### src/rtl/mc_ctrl_pkg.sv
// Shared definitions for the multi-cycle MIPS-subset control sequencer:
// state encodings, opcode values, datapath mux/ALU codes and the packed
// control word that the output decoder produces.
package mc_ctrl_pkg;

  typedef enum logic [3:0] {
    S_FETCH    = 4'd0,
    S_DECODE   = 4'd1,
    S_MEM_ADDR = 4'd2,
    S_MEM_RD   = 4'd3,
    S_MEM_WB   = 4'd4,
    S_MEM_WR   = 4'd5,
    S_EXEC     = 4'd6,
    S_ALU_WB   = 4'd7,
    S_BRANCH   = 4'd8,
    S_JUMP     = 4'd9,
    S_TRAP     = 4'd10
  } state_e;

  localparam logic [5:0] OP_R     = 6'b000000;
  localparam logic [5:0] OP_SHIFT = 6'b110000;
  localparam logic [5:0] OP_ADDI  = 6'b001000;
  localparam logic [5:0] OP_ANDI  = 6'b001100;
  localparam logic [5:0] OP_LW    = 6'b100011;
  localparam logic [5:0] OP_SW    = 6'b101011;
  localparam logic [5:0] OP_BEQ   = 6'b000100;
  localparam logic [5:0] OP_J     = 6'b000010;

  localparam logic [1:0] ALU_ADD = 2'b00;
  localparam logic [1:0] ALU_SUB = 2'b01;
  localparam logic [1:0] ALU_FN  = 2'b10;
  localparam logic [1:0] ALU_AND = 2'b11;

  localparam logic [1:0] SRCB_B       = 2'b00;
  localparam logic [1:0] SRCB_4       = 2'b01;
  localparam logic [1:0] SRCB_IMM     = 2'b10;
  localparam logic [1:0] SRCB_IMM_SH2 = 2'b11;

  localparam logic [1:0] PCS_ALU    = 2'b00;
  localparam logic [1:0] PCS_ALUOUT = 2'b01;
  localparam logic [1:0] PCS_JUMP   = 2'b10;

  typedef struct packed {
    logic       pc_write;
    logic       pc_write_cond;
    logic [1:0] pc_source;
    logic       i_or_d;
    logic       mem_read;
    logic       mem_write;
    logic       ir_write;
    logic       reg_dst;
    logic       mem_to_reg;
    logic       reg_write;
    logic       alu_src_a;
    logic [1:0] alu_src_b;
    logic [1:0] alu_op;
    logic       illegal_op;
  } ctrl_t;

endpackage

### src/rtl/mc_control_fsm_if.sv
// Sequencer <-> datapath bundle.
//   master (sequencer): inputs opcode, mem_ready; drives all control outputs,
//                       instr_cnt and illegal_op.
//   slave  (datapath) : the mirror image.
interface mc_control_fsm_if #(parameter int CNT_W = 32);
  logic [5:0]       opcode;
  logic             mem_ready;
  logic             pc_write;
  logic             pc_write_cond;
  logic [1:0]       pc_source;
  logic             i_or_d;
  logic             mem_read;
  logic             mem_write;
  logic             ir_write;
  logic             reg_dst;
  logic             mem_to_reg;
  logic             reg_write;
  logic             alu_src_a;
  logic [1:0]       alu_src_b;
  logic [1:0]       alu_op;
  logic [CNT_W-1:0] instr_cnt;
  logic             illegal_op;

  modport master (
    input  opcode, mem_ready,
    output pc_write, pc_write_cond, pc_source, i_or_d, mem_read, mem_write,
           ir_write, reg_dst, mem_to_reg, reg_write, alu_src_a, alu_src_b,
           alu_op, instr_cnt, illegal_op
  );

  modport slave (
    output opcode, mem_ready,
    input  pc_write, pc_write_cond, pc_source, i_or_d, mem_read, mem_write,
           ir_write, reg_dst, mem_to_reg, reg_write, alu_src_a, alu_src_b,
           alu_op, instr_cnt, illegal_op
  );
endinterface

### src/rtl/mc_ctrl_out_decode.sv
// Combinational control-word decode for the multi-cycle sequencer.
// Ports: state (current FSM state), op_q (opcode latched in DECODE),
//        mem_ready (memory handshake), ctrl (packed control word).
// Optional feature macro: ILLEGAL_TRAP_EN (TRAP state raises illegal_op).
module mc_ctrl_out_decode
  import mc_ctrl_pkg::*;
(
  input  state_e     state,
  input  logic [5:0] op_q,
  input  logic       mem_ready,
  output ctrl_t      ctrl
);

  always_comb begin
    ctrl = '0;
    case (state)
      S_FETCH: begin
        ctrl.mem_read  = 1'b1;
        ctrl.alu_src_b = SRCB_4;
        ctrl.alu_op    = ALU_ADD;
        // IR and PC+4 are captured only on the cycle the read completes.
        ctrl.ir_write  = mem_ready;
        ctrl.pc_write  = mem_ready;
      end
      S_DECODE: begin
        ctrl.alu_src_b = SRCB_IMM_SH2;
        ctrl.alu_op    = ALU_ADD;
      end
      S_MEM_ADDR: begin
        ctrl.alu_src_a = 1'b1;
        ctrl.alu_src_b = SRCB_IMM;
      end
      S_MEM_RD: begin
        ctrl.mem_read = 1'b1;
        ctrl.i_or_d   = 1'b1;
      end
      S_MEM_WB: begin
        ctrl.reg_write  = 1'b1;
        ctrl.mem_to_reg = 1'b1;
      end
      S_MEM_WR: begin
        ctrl.mem_write = 1'b1;
        ctrl.i_or_d    = 1'b1;
      end
      S_EXEC: begin
        ctrl.alu_src_a = 1'b1;
        case (op_q)
          OP_R:     begin ctrl.alu_src_b = SRCB_B;   ctrl.alu_op = ALU_FN;  end
          OP_SHIFT: begin ctrl.alu_src_b = SRCB_IMM; ctrl.alu_op = ALU_FN;  end
          OP_ADDI:  begin ctrl.alu_src_b = SRCB_IMM; ctrl.alu_op = ALU_ADD; end
          OP_ANDI:  begin ctrl.alu_src_b = SRCB_IMM; ctrl.alu_op = ALU_AND; end
          default:  ;
        endcase
      end
      S_ALU_WB: begin
        ctrl.reg_write = 1'b1;
        ctrl.reg_dst   = (op_q == OP_R) || (op_q == OP_SHIFT);
      end
      S_BRANCH: begin
        ctrl.alu_src_a     = 1'b1;
        ctrl.alu_src_b     = SRCB_B;
        ctrl.alu_op        = ALU_SUB;
        ctrl.pc_write_cond = 1'b1;
        ctrl.pc_source     = PCS_ALUOUT;
      end
      S_JUMP: begin
        ctrl.pc_write  = 1'b1;
        ctrl.pc_source = PCS_JUMP;
      end
`ifdef ILLEGAL_TRAP_EN
      S_TRAP: ctrl.illegal_op = 1'b1;
`endif
      default: ;
    endcase
  end

endmodule

### src/rtl/mc_control_fsm.sv
// Multi-cycle sequencer for the MIPS-subset datapath. Walks each
// instruction through FETCH/DECODE/EXECUTE/MEM/WB, stalls on mem_ready
// and counts retired instructions.
// Ports: clk, reset (synchronous, active-high), bus (master side of
//        mc_control_fsm_if: opcode/mem_ready in, datapath controls,
//        instr_cnt and illegal_op out).
// Parameter: CNT_W - width of the retire counter.
// Optional feature macro: ILLEGAL_TRAP_EN - unknown opcodes enter a sticky
// TRAP state instead of retiring as a NOP.
module mc_control_fsm
  import mc_ctrl_pkg::*;
#(
  parameter int CNT_W = 32
) (
  input  logic              clk,
  input  logic              reset,
  mc_control_fsm_if.master  bus
);

  state_e           state_q, state_d;
  logic [5:0]       op_q, op_d;
  logic [CNT_W-1:0] cnt_q, cnt_d;
  logic             retire;
  ctrl_t            ctrl_dec, ctrl;

  always_comb begin
    state_d = state_q;
    op_d    = op_q;
    cnt_d   = cnt_q;
    retire  = 1'b0;
    case (state_q)
      S_FETCH:  if (bus.mem_ready) state_d = S_DECODE;
      S_DECODE: begin
        // Dispatch on the live opcode; op_q holds it for the later states.
        op_d = bus.opcode;
        case (bus.opcode)
          OP_LW, OP_SW:                       state_d = S_MEM_ADDR;
          OP_R, OP_SHIFT, OP_ADDI, OP_ANDI:   state_d = S_EXEC;
          OP_BEQ:                             state_d = S_BRANCH;
          OP_J:                               state_d = S_JUMP;
          default: begin
`ifdef ILLEGAL_TRAP_EN
            state_d = S_TRAP;
`else
            state_d = S_FETCH;
            retire  = 1'b1;
`endif
          end
        endcase
      end
      S_MEM_ADDR: state_d = (op_q == OP_SW) ? S_MEM_WR : S_MEM_RD;
      S_MEM_RD:   if (bus.mem_ready) state_d = S_MEM_WB;
      S_MEM_WR: begin
        if (bus.mem_ready) begin
          state_d = S_FETCH;
          retire  = 1'b1;
        end
      end
      S_EXEC: state_d = S_ALU_WB;
      S_MEM_WB, S_ALU_WB, S_BRANCH, S_JUMP: begin
        state_d = S_FETCH;
        retire  = 1'b1;
      end
      S_TRAP:  state_d = S_TRAP;
      default: state_d = S_FETCH;
    endcase
    if (retire) cnt_d = cnt_q + 1'b1;
  end

  always_ff @(posedge clk) begin
    if (reset) begin
      state_q <= S_FETCH;
      op_q    <= '0;
      cnt_q   <= '0;
    end else begin
      state_q <= state_d;
      op_q    <= op_d;
      cnt_q   <= cnt_d;
    end
  end

  mc_ctrl_out_decode u_dec (
    .state     (state_q),
    .op_q      (op_q),
    .mem_ready (bus.mem_ready),
    .ctrl      (ctrl_dec)
  );

  // Every output is held low for as long as reset is asserted.
  assign ctrl = reset ? '0 : ctrl_dec;

  assign bus.pc_write      = ctrl.pc_write;
  assign bus.pc_write_cond = ctrl.pc_write_cond;
  assign bus.pc_source     = ctrl.pc_source;
  assign bus.i_or_d        = ctrl.i_or_d;
  assign bus.mem_read      = ctrl.mem_read;
  assign bus.mem_write     = ctrl.mem_write;
  assign bus.ir_write      = ctrl.ir_write;
  assign bus.reg_dst       = ctrl.reg_dst;
  assign bus.mem_to_reg    = ctrl.mem_to_reg;
  assign bus.reg_write     = ctrl.reg_write;
  assign bus.alu_src_a     = ctrl.alu_src_a;
  assign bus.alu_src_b     = ctrl.alu_src_b;
  assign bus.alu_op        = ctrl.alu_op;
  assign bus.illegal_op    = ctrl.illegal_op;
  assign bus.instr_cnt     = reset ? '0 : cnt_q;

endmodule
### src/flat_wrapper.sv
// flat-port wrapper written by rule: the top's interface ports become plain ports
module mc_control_fsm_flat import mc_ctrl_pkg::*;
#(
  parameter int CNT_W = 32
)
  (clk, reset, bus_opcode, bus_mem_ready, bus_pc_write, bus_pc_write_cond, bus_pc_source, bus_i_or_d, bus_mem_read, bus_mem_write, bus_ir_write, bus_reg_dst, bus_mem_to_reg, bus_reg_write, bus_alu_src_a, bus_alu_src_b, bus_alu_op, bus_instr_cnt, bus_illegal_op);
  mc_control_fsm_if #(.CNT_W(CNT_W)) bus_i ();
  input  logic clk;
  input  logic reset;
  input wire logic [$bits(bus_i.opcode)-1:0] bus_opcode;
  input wire logic [$bits(bus_i.mem_ready)-1:0] bus_mem_ready;
  output wire logic [$bits(bus_i.pc_write)-1:0] bus_pc_write;
  output wire logic [$bits(bus_i.pc_write_cond)-1:0] bus_pc_write_cond;
  output wire logic [$bits(bus_i.pc_source)-1:0] bus_pc_source;
  output wire logic [$bits(bus_i.i_or_d)-1:0] bus_i_or_d;
  output wire logic [$bits(bus_i.mem_read)-1:0] bus_mem_read;
  output wire logic [$bits(bus_i.mem_write)-1:0] bus_mem_write;
  output wire logic [$bits(bus_i.ir_write)-1:0] bus_ir_write;
  output wire logic [$bits(bus_i.reg_dst)-1:0] bus_reg_dst;
  output wire logic [$bits(bus_i.mem_to_reg)-1:0] bus_mem_to_reg;
  output wire logic [$bits(bus_i.reg_write)-1:0] bus_reg_write;
  output wire logic [$bits(bus_i.alu_src_a)-1:0] bus_alu_src_a;
  output wire logic [$bits(bus_i.alu_src_b)-1:0] bus_alu_src_b;
  output wire logic [$bits(bus_i.alu_op)-1:0] bus_alu_op;
  output wire logic [$bits(bus_i.instr_cnt)-1:0] bus_instr_cnt;
  output wire logic [$bits(bus_i.illegal_op)-1:0] bus_illegal_op;
  assign bus_i.opcode = bus_opcode;
  assign bus_i.mem_ready = bus_mem_ready;
  assign bus_pc_write = bus_i.pc_write;
  assign bus_pc_write_cond = bus_i.pc_write_cond;
  assign bus_pc_source = bus_i.pc_source;
  assign bus_i_or_d = bus_i.i_or_d;
  assign bus_mem_read = bus_i.mem_read;
  assign bus_mem_write = bus_i.mem_write;
  assign bus_ir_write = bus_i.ir_write;
  assign bus_reg_dst = bus_i.reg_dst;
  assign bus_mem_to_reg = bus_i.mem_to_reg;
  assign bus_reg_write = bus_i.reg_write;
  assign bus_alu_src_a = bus_i.alu_src_a;
  assign bus_alu_src_b = bus_i.alu_src_b;
  assign bus_alu_op = bus_i.alu_op;
  assign bus_instr_cnt = bus_i.instr_cnt;
  assign bus_illegal_op = bus_i.illegal_op;
  mc_control_fsm #(.CNT_W(CNT_W)) u_core (.clk(clk), .reset(reset), .bus(bus_i));
endmodule
### config.mk
export PLATFORM = sky130hd
export DESIGN_NAME = mc_control_fsm_flat
export DESIGN_NICKNAME = d
export VERILOG_FILES = /design/src/rtl/mc_ctrl_pkg.sv /design/src/rtl/mc_control_fsm_if.sv /design/src/rtl/mc_ctrl_out_decode.sv /design/src/rtl/mc_control_fsm.sv /design/src/flat_wrapper.sv
export SDC_FILE = /design/constraint.sdc
export NUM_CORES = 1
export LEC_CHECK = 0
export CAP_MARGIN = 10
export CORE_ASPECT_RATIO = 1.2
export CORE_MARGIN = 8
export CORE_UTILIZATION = 35
export CTS_BUF_LIST = sky130_fd_sc_hd__clkbuf_8
export DETAILED_ROUTE_END_ITERATION = 10
export DONT_BUFFER_PORTS = 1
export PLACE_DENSITY = 0.58
export SYNTH_ARGS = -nofsm -noshare
export SYNTH_HDL_FRONTEND = slang
export SYNTH_HIERARCHICAL = 1
export SYNTH_SLANG_ARGS = --single-unit
### constraint.sdc
create_clock -name clk -period 4.7 [get_ports clk]
set_clock_uncertainty 0.15 [all_clocks]
set_input_delay 0.47 -clock clk [delete_from_list [all_inputs] [get_ports clk]]
set_output_delay 0.47 -clock clk [all_outputs]
set_load 0.03 [all_outputs]
==> results of run 1 <==
-- layout by cell type (no fill, tap or decap), types with 2 or more instances in the layout --
| cell | count |
|---|---|
| a31oi_1 | 3 |
| nand4_1 | 7 |
| and2b_1 | 2 |
| nor4_2 | 4 |
| nor3b_1 | 4 |
| nor2b_1 | 48 |
| mux2_2 | 12 |
| nand2_1 | 21 |
| nand2b_1 | 3 |
| and3_1 | 4 |
| xor2_1 | 2 |
| and3b_1 | 2 |
| nor3_1 | 17 |
| o31ai_1 | 8 |
| or3_1 | 8 |
| nand3_1 | 16 |
| mux2i_1 | 7 |
| dfxtp_1 | 42 |
| inv_1 | 6 |
| nor2_1 | 46 |
| clkbuf_8 | 5 |
| or4_1 | 8 |
| a21oi_1 | 21 |
| xnor2_1 | 3 |
| a21boi_0 | 2 |
| and2_1 | 4 |
| o21ai_0 | 13 |
| mux2_1 | 4 |
-- cell type report --
cell class / instances / area [sq um]
multi-input cells: 289 / 1790
repair buffers: 1 / 7.51
inverters: 5 / 18.8
clock buffers: 5 / 68.8
clock inverters: 3 / 37.5
flip-flops and latches: 42 / 841
fillers: 794 / 4830
well taps: 92 / 115
-- per-layer routing --
metal	part of all wire, %	routed length, microns
met4	0.68	44
met5	0	0
met1	43	2770
met2	46	2990
met3	11	687
-- power groups by stage --
| stage | logic [mW] | clock network (mW) | registers (mW) |
|---|---|---|---|
| 3_3_place_gp | 0.0571 | 0 | 0.376 |
| 5_1_grt | 0.0645 | 0.302 | 0.370 |
| 2_1_floorplan | 0.0675 | 0 | 0.373 |
| 6_report | 0.0574 | 0.275 | 0.368 |
| 3_5_place_dp | 0.0574 | 0 | 0.377 |
| 4_1_cts | 0.0576 | 0.287 | 0.368 |
-- stage by stage --
stage                     hold slack [ps]  instance area [sq um]
after floorplan                       297                   2790
after global placement                309                   2770
after detailed placement              321                   2770
after CTS                            82.3                   2880
after global routing                 70.4                   2880
final                                 111                   2880
-- cell families (layout without fill, tap and decap cells) --
family,after synthesis,after routing
simple gates,204,204
compound gates,55,55
flops,42,42
buf+inv,32,14
mux,23,23
xor+xnor,5,5
fa+ha+maj,1,1
other cells,1,1
-- worst max path at each step --
stage | end | slack, ps | start | cells after the start
after floorplan | u_core/cnt_q[16]$_SDFFE_PP0P_ | 2270 | bus_opcode[1] | 8
after global placement | u_core/cnt_q[18]$_SDFFE_PP0P_ | 1880 | u_core/state_q[0]$_SDFFE_PP0P_ | 7
after detailed placement | u_core/cnt_q[19]$_SDFFE_PP0P_ | 1830 | u_core/state_q[0]$_SDFFE_PP0P_ | 7
after CTS | u_core/cnt_q[19]$_SDFFE_PP0P_ | 1830 | u_core/state_q[0]$_SDFFE_PP0P_ | 7
after global routing | u_core/cnt_q[17]$_SDFFE_PP0P_ | 1580 | u_core/state_q[0]$_SDFFE_PP0P_ | 7
final | u_core/cnt_q[19]$_SDFFE_PP0P_ | 1810 | u_core/state_q[0]$_SDFFE_PP0P_ | 7
-- worst max-delay path: cells and delay by family (launching register included) --
kind,cells,cell delay [ps]
DFF,1,670
buffers and inverters,2,420
AOI/OAI and AO/OA,2,430
and+or+nand+nor,2,770
muxes,1,340
-- registers in the layout, summed over array words and instances, names as in the netlist --
signal,flops
u_core/op_q,6
u_core/state_q,4
u_core/cnt_q,32
==> results.toml, run 1 <==
[place]
dp.cells = 429
place_congestion = 0.783
dpl.hpwl_microns = 4600
port_buffers = 0
dp_worst_setup_slack_ps = 1830

[die]
die_width_microns = 97.5
start_util_pct = 36.2
core-area_sq_mm = 0.00771
die_area_sq_mm = 0.0111
pin_count = 58
die_h_microns = 114
fp-row-count = 35

[cts]
cts_setup_buffers = 0
cts_tree = "yes"
h-tree-depth = 2
clk_latency_ps = 290
ctsHoldBuffers = 0
clkSinkCount = 42
path_clk_slew_ps = 80
ctsResizeCount = 0
cts_buffers = 5
cts-root-buf = "clkbuf_8"
clockBufferDepth = 2

[sta]
worstMarginPinSlew_ps = 706
drv_slew = 0
final.setup.worst_slack_ps = 1810
rsz0062_at_grt = "no"
fmax_mhz = 346
min_period_over_period_pct = 61.5
slew_headroom_pct = 52.9
finalSetupViolCount = 0
finalCriticalPeriod_ps = 2890
final.setup.tns_ps = 0
finalHoldViolCount = 0

[finish]
drive_above_1_share_pct = 8.99
syn2layout_area_growth_pct = 3.23
final_cells = 437
diodes = 0
fin_nets = 354
final_core_util_pct = 37.4

[yosys]
seq_area_frac_synth_pct = 30.1
synth_top_area_share_pct = 30.1
synth_common_cells = "48 x nor2b_1, 46 x nor2_1, 42 x dfxtp_1, 21 x a21oi_1, 21 x nand2_1"
synth-main-ff-cell = "dfxtp_1"
ys_seq_elements = 42
synth_edf_count = 0
ys_types = 53
synth_most_common_cell = "nor2b_1"
synth-simple-area-share_pct = 40.9
synthMuxAreaShare_pct = 8.97
synthAdderAreaFrac_pct = 0.448
synth-async-reset-ratio_pct = 0
ys_top_cells_by_area = "dfxtp_1 30%, nor2b_1 11%, nor2_1 6.2%"
yosysTopAreaCell = "dfxtp_1"
synth_area_sq_mm = 0.00279
synth_warnings = 6
syn_nets = 373
synth_top_family_by_area = "simple AND/OR/NAND/NOR gates"
syn_avg_cell_area_sq_um = 7.69
syn_inst = 363
synth_xor_area_share_pct = 1.57
synth_compound_area_share_pct = 12.2

[routing]
routed_wl_microns = 6500
vias = 2399
first_pass_iters = 4
antenna_left = 0
drc = 0
viasPerCell = 5.49
drt-initial-drc-count = 117
wl_per_cell_microns = 14.9

[pwr]
vdd_ir_drop_max_mv = 0.144
p_per_area_mw_per_mm2 = 243
power_leakage_nw = 0.952
clkPwrFrac_pct = 39.3
power_frac_seq_pct = 52.5
swShare_pct = 23.5
p_total_uw = 701
internal_power_uw = 537
p_comb_share_pct = 8.2
switching_power_uw = 165

[outcome]
outcome = "complete, no violations"

[global_route]
grt_pass1_wl_microns = 10900
use_met1_pct = 12.7
grt_antenna_before_repair = 0
grt_overflow = 0
grt_max_degree = 91
groute.layer.met3.usage_pct = 5.68
grt_util_met2_pct = 19.2
grt_usage_pct = 11.5
grt_busiest_layer = "met2"
grt_pass1_vias = 2252

[hold_path]
hold_path_end = "u_core/cnt_q[4]$_SDFFE_PP0P_"
holdCritStartpoint = "reset"
holdPathStages = 1
hold_path.class = "in2reg"

[critical_path]
cp-start-kind = "flop"
cpPeakStageDelay_ps = 670
crit_slowest_cell = "dfxtp_1"
cp.arrival_ps = 2920
r2r-start = "u_core/state_q[0]$_SDFFE_PP0P_"
reg2regPathDepth = 7
crit_path_cell_trace = "inv_2, or3_4, a211o_1, o211a_1, buf_4, nor4_2, mux2_1"
criticalPathCategory = "reg2reg"
cp.required_ps = 4730
crit_fanout = 46
r2r_end = "u_core/cnt_q[19]$_SDFFE_PP0P_"
end_kind = "flop"
r2r_slack_ps = 1810

[flow_run]
drv_cap = 0
Note: power is estimated with default switching activity, not from simulation.
==> run 2, diff against run 1 <==
- ABC_AREA: default -> 1
- clock period: 4.7 -> 2.8 ns (I/O delays scaled with it)
==> run 2 against run 1 <==
  * Core utilization is 1.3 points higher
  * Largest cell class unchanged
  * Register-to-register slack worse by 1100 ps
  * Synthesized cell count is 65% higher
  * Via count is 47% higher
  * Sequential share of layout area is 5.2 points lower
  * Clock power is 82% higher
==> results.toml, run 2 <==
[outcome]
outcome = "complete, no violations"

[critical_path]
crit_fanout = 11
end_kind = "output pin"
cp.arrival_ps = 1730
r2r_end = "u_core/cnt_q[18]$_SDFFE_PP0P_"
r2r-start = "u_core/state_q[3]$_SDFFE_PP0P_"
cp.required_ps = 2370
cp-start-kind = "flop"
crit_path_cell_trace = "nand2_1, nor2_1, and3_1, inv_1, nor2_1"
cpPeakStageDelay_ps = 530
cpMostUsedCell = "nor2_1"
r2r_slack_ps = 750
criticalPathCategory = "reg2out"
crit_slowest_cell = "dfxtp_1"
reg2regPathDepth = 8

[routing]
wl_per_cell_microns = 13.2
viasPerCell = 4.95
first_pass_iters = 4
vias = 3528
drt-initial-drc-count = 162
drc = 0
routed_wl_microns = 9380
antenna_left = 0

[global_route]
grt_pass1_wl_microns = 16400
grt_busiest_layer = "met2"
use_met1_pct = 17.3
grt_max_degree = 52
grt_util_met2_pct = 27.7
grt_overflow = 0
grt_usage_pct = 15.2
grt_pass1_vias = 3488
groute.layer.met3.usage_pct = 2.64
grt_antenna_before_repair = 0

[finish]
fin_nets = 603
multi_input_area_sq_mm = 0.00200
largest_register_ffs = 32
diodes = 0
drive_above_1_share_pct = 4.89
syn2layout_area_growth_pct = 7.35
top_register = "u_core/cnt_q"
mostFrequentLayoutCell = "nand2_1"
final_core_util_pct = 38.6
layout_common_cells = "169 x nand2_1, 128 x nor2_1, 80 x inv_1"
seqCellArea_sq_um = 841
largestRegisters = "u_core/cnt_q: 32 flops, u_core/op_q: 6 flops, u_core/state_q: 4 flops"
fillers = 1034

[die]
fp-row-count = 38
pin_count = 58
die_width_microns = 104
core-area_sq_mm = 0.00908
die_h_microns = 122
start_util_pct = 36.0
die_area_sq_mm = 0.0127

[hold_path]
hold_path.class = "in2reg"
holdPathStages = 2
hold_path_end = "u_core/op_q[0]$_SDFFE_PP0P_"
holdCritStartpoint = "bus_opcode[0]"

[yosys]
yosysTopAreaCell = "dfxtp_1"
ys_seq_elements = 42
synth-main-ff-cell = "dfxtp_1"
synth_warnings = 6
ys_types = 28
ys_top_cells_by_area = "dfxtp_1 26%, nand2_1 19%, nor2_1 15%"
synth_top_area_share_pct = 25.7
syn_inst = 599
synth_area_sq_mm = 0.00327
synth_most_common_cell = "nand2_1"
synth_common_cells = "169 x nand2_1, 128 x nor2_1, 80 x inv_1, 63 x nand3_1, 42 x dfxtp_1"
seq_area_frac_synth_pct = 25.7
synth_edf_count = 0
syn_avg_cell_area_sq_um = 5.46
synth-async-reset-ratio_pct = 0
syn_nets = 609

[sta]
finalHoldViolCount = 0
worstMarginPinSlew_ps = 615
final.setup.tns_ps = 0
min_period_over_period_pct = 77.2
rsz0062_at_grt = "no"
finalSetupViolCount = 0
drv_slew = 0
finalCriticalPeriod_ps = 2160
fmax_mhz = 463
slew_headroom_pct = 58.8
whs_ps = 12.3

[cts]
cts-root-buf = "clkbuf_8"
clockBufferDepth = 2
h-tree-depth = 2
path_clk_slew_ps = 80
clk_latency_ps = 300
cts_setup_buffers = 0
cts_tree = "yes"
clkSinkCount = 42
cts_buffers = 5

[place]
port_buffers = 0
dpl.hpwl_microns = 6830
place_congestion = 0.871

[pwr]
vdd_ir_drop_max_mv = 0.183
power_leakage_nw = 1.37
p_per_area_mw_per_mm2 = 374
p_total_mw = 1.31

[flow_run]
drv_cap = 0
-- run 2: worst max path at each step --
| stage | startpoint | endpoint | slack, ps | cells after the start |
|---|---|---|---|---|
| finish | u_core/state_q[1]$_SDFFE_PP0P_ | bus_reg_dst | 640 | 5 |
| global route | u_core/state_q[1]$_SDFFE_PP0P_ | bus_alu_src_a | 410 | 5 |
| CTS | u_core/state_q[1]$_SDFFE_PP0P_ | bus_alu_op[1] | 610 | 6 |
| detailed placement | u_core/state_q[3]$_SDFFE_PP0P_ | u_core/cnt_q[20]$_SDFFE_PP0P_ | 760 | 8 |
| global placement | u_core/state_q[3]$_SDFFE_PP0P_ | u_core/cnt_q[3]$_SDFFE_PP0P_ | 800 | 8 |
| floorplan | u_core/state_q[1]$_SDFFE_PP0P_ | bus_pc_write_cond | 1060 | 6 |
-- run 2: final cells by class --
cell class                      instances  area share, %
Multi-Input combinational cell        451           57.1
Sequential cell                        42           24.0
Inverter                               85           9.09
Tap cell                              120           4.28
Clock buffer                            6           2.35
Timing Repair Buffer                    8           2.35
Clock inverter                          1          0.856
-- run 2: cells by family (layout without fill, tap and decap cells) --
kind of cell	after synthesis	in the layout	share of synthesized area [%]
buf+inv	106	100	13.0
xor+xnor	16	16	4.29
simple gates	377	377	47.7
compound gates	56	56	8.84
fa+ha+maj	1	1	0.383
other cells	1	1	0.115
flops	42	42	25.7
-- run 2: what timing repair did --
action,CTS,global route
gates resized for setup,0,0
hold endpoints to repair,39,0
hold buffers,5,0
-- run 2: worst max-delay path, delay by kind of cell, from the launching register on --
kind | cells | cell delay [ps]
flip-flops | 1 | 530
AND/OR/NAND/NOR | 4 | 870
buffers and inverters | 1 | 40
-- run 2: layer usage --
layer / routed length [microns] / up-vias
met5: 0 / -
met4: 212 / 0
met3: 393 / 12
met2: 4570 / 79
met1: 4210 / 1618
li1: - / 1819
-- run 2: metrics by stage --
stage	std cells	worst slack (ps)	area, sq um
4_1_cts	713	610	3510
3_3_place_gp	701	802	3340
6_report	713	639	3510
5_1_grt	713	413	3510
2_1_floorplan	599	1060	3270
3_5_place_dp	701	762	3340
-- run 2: power breakdown --
group,internal (mW),total [mW],switching (mW)
clock,0.286,0.501,0.215
combinational,0.0522,0.181,0.129
sequential,0.611,0.630,0.0191
total,0.949,1.31,0.363
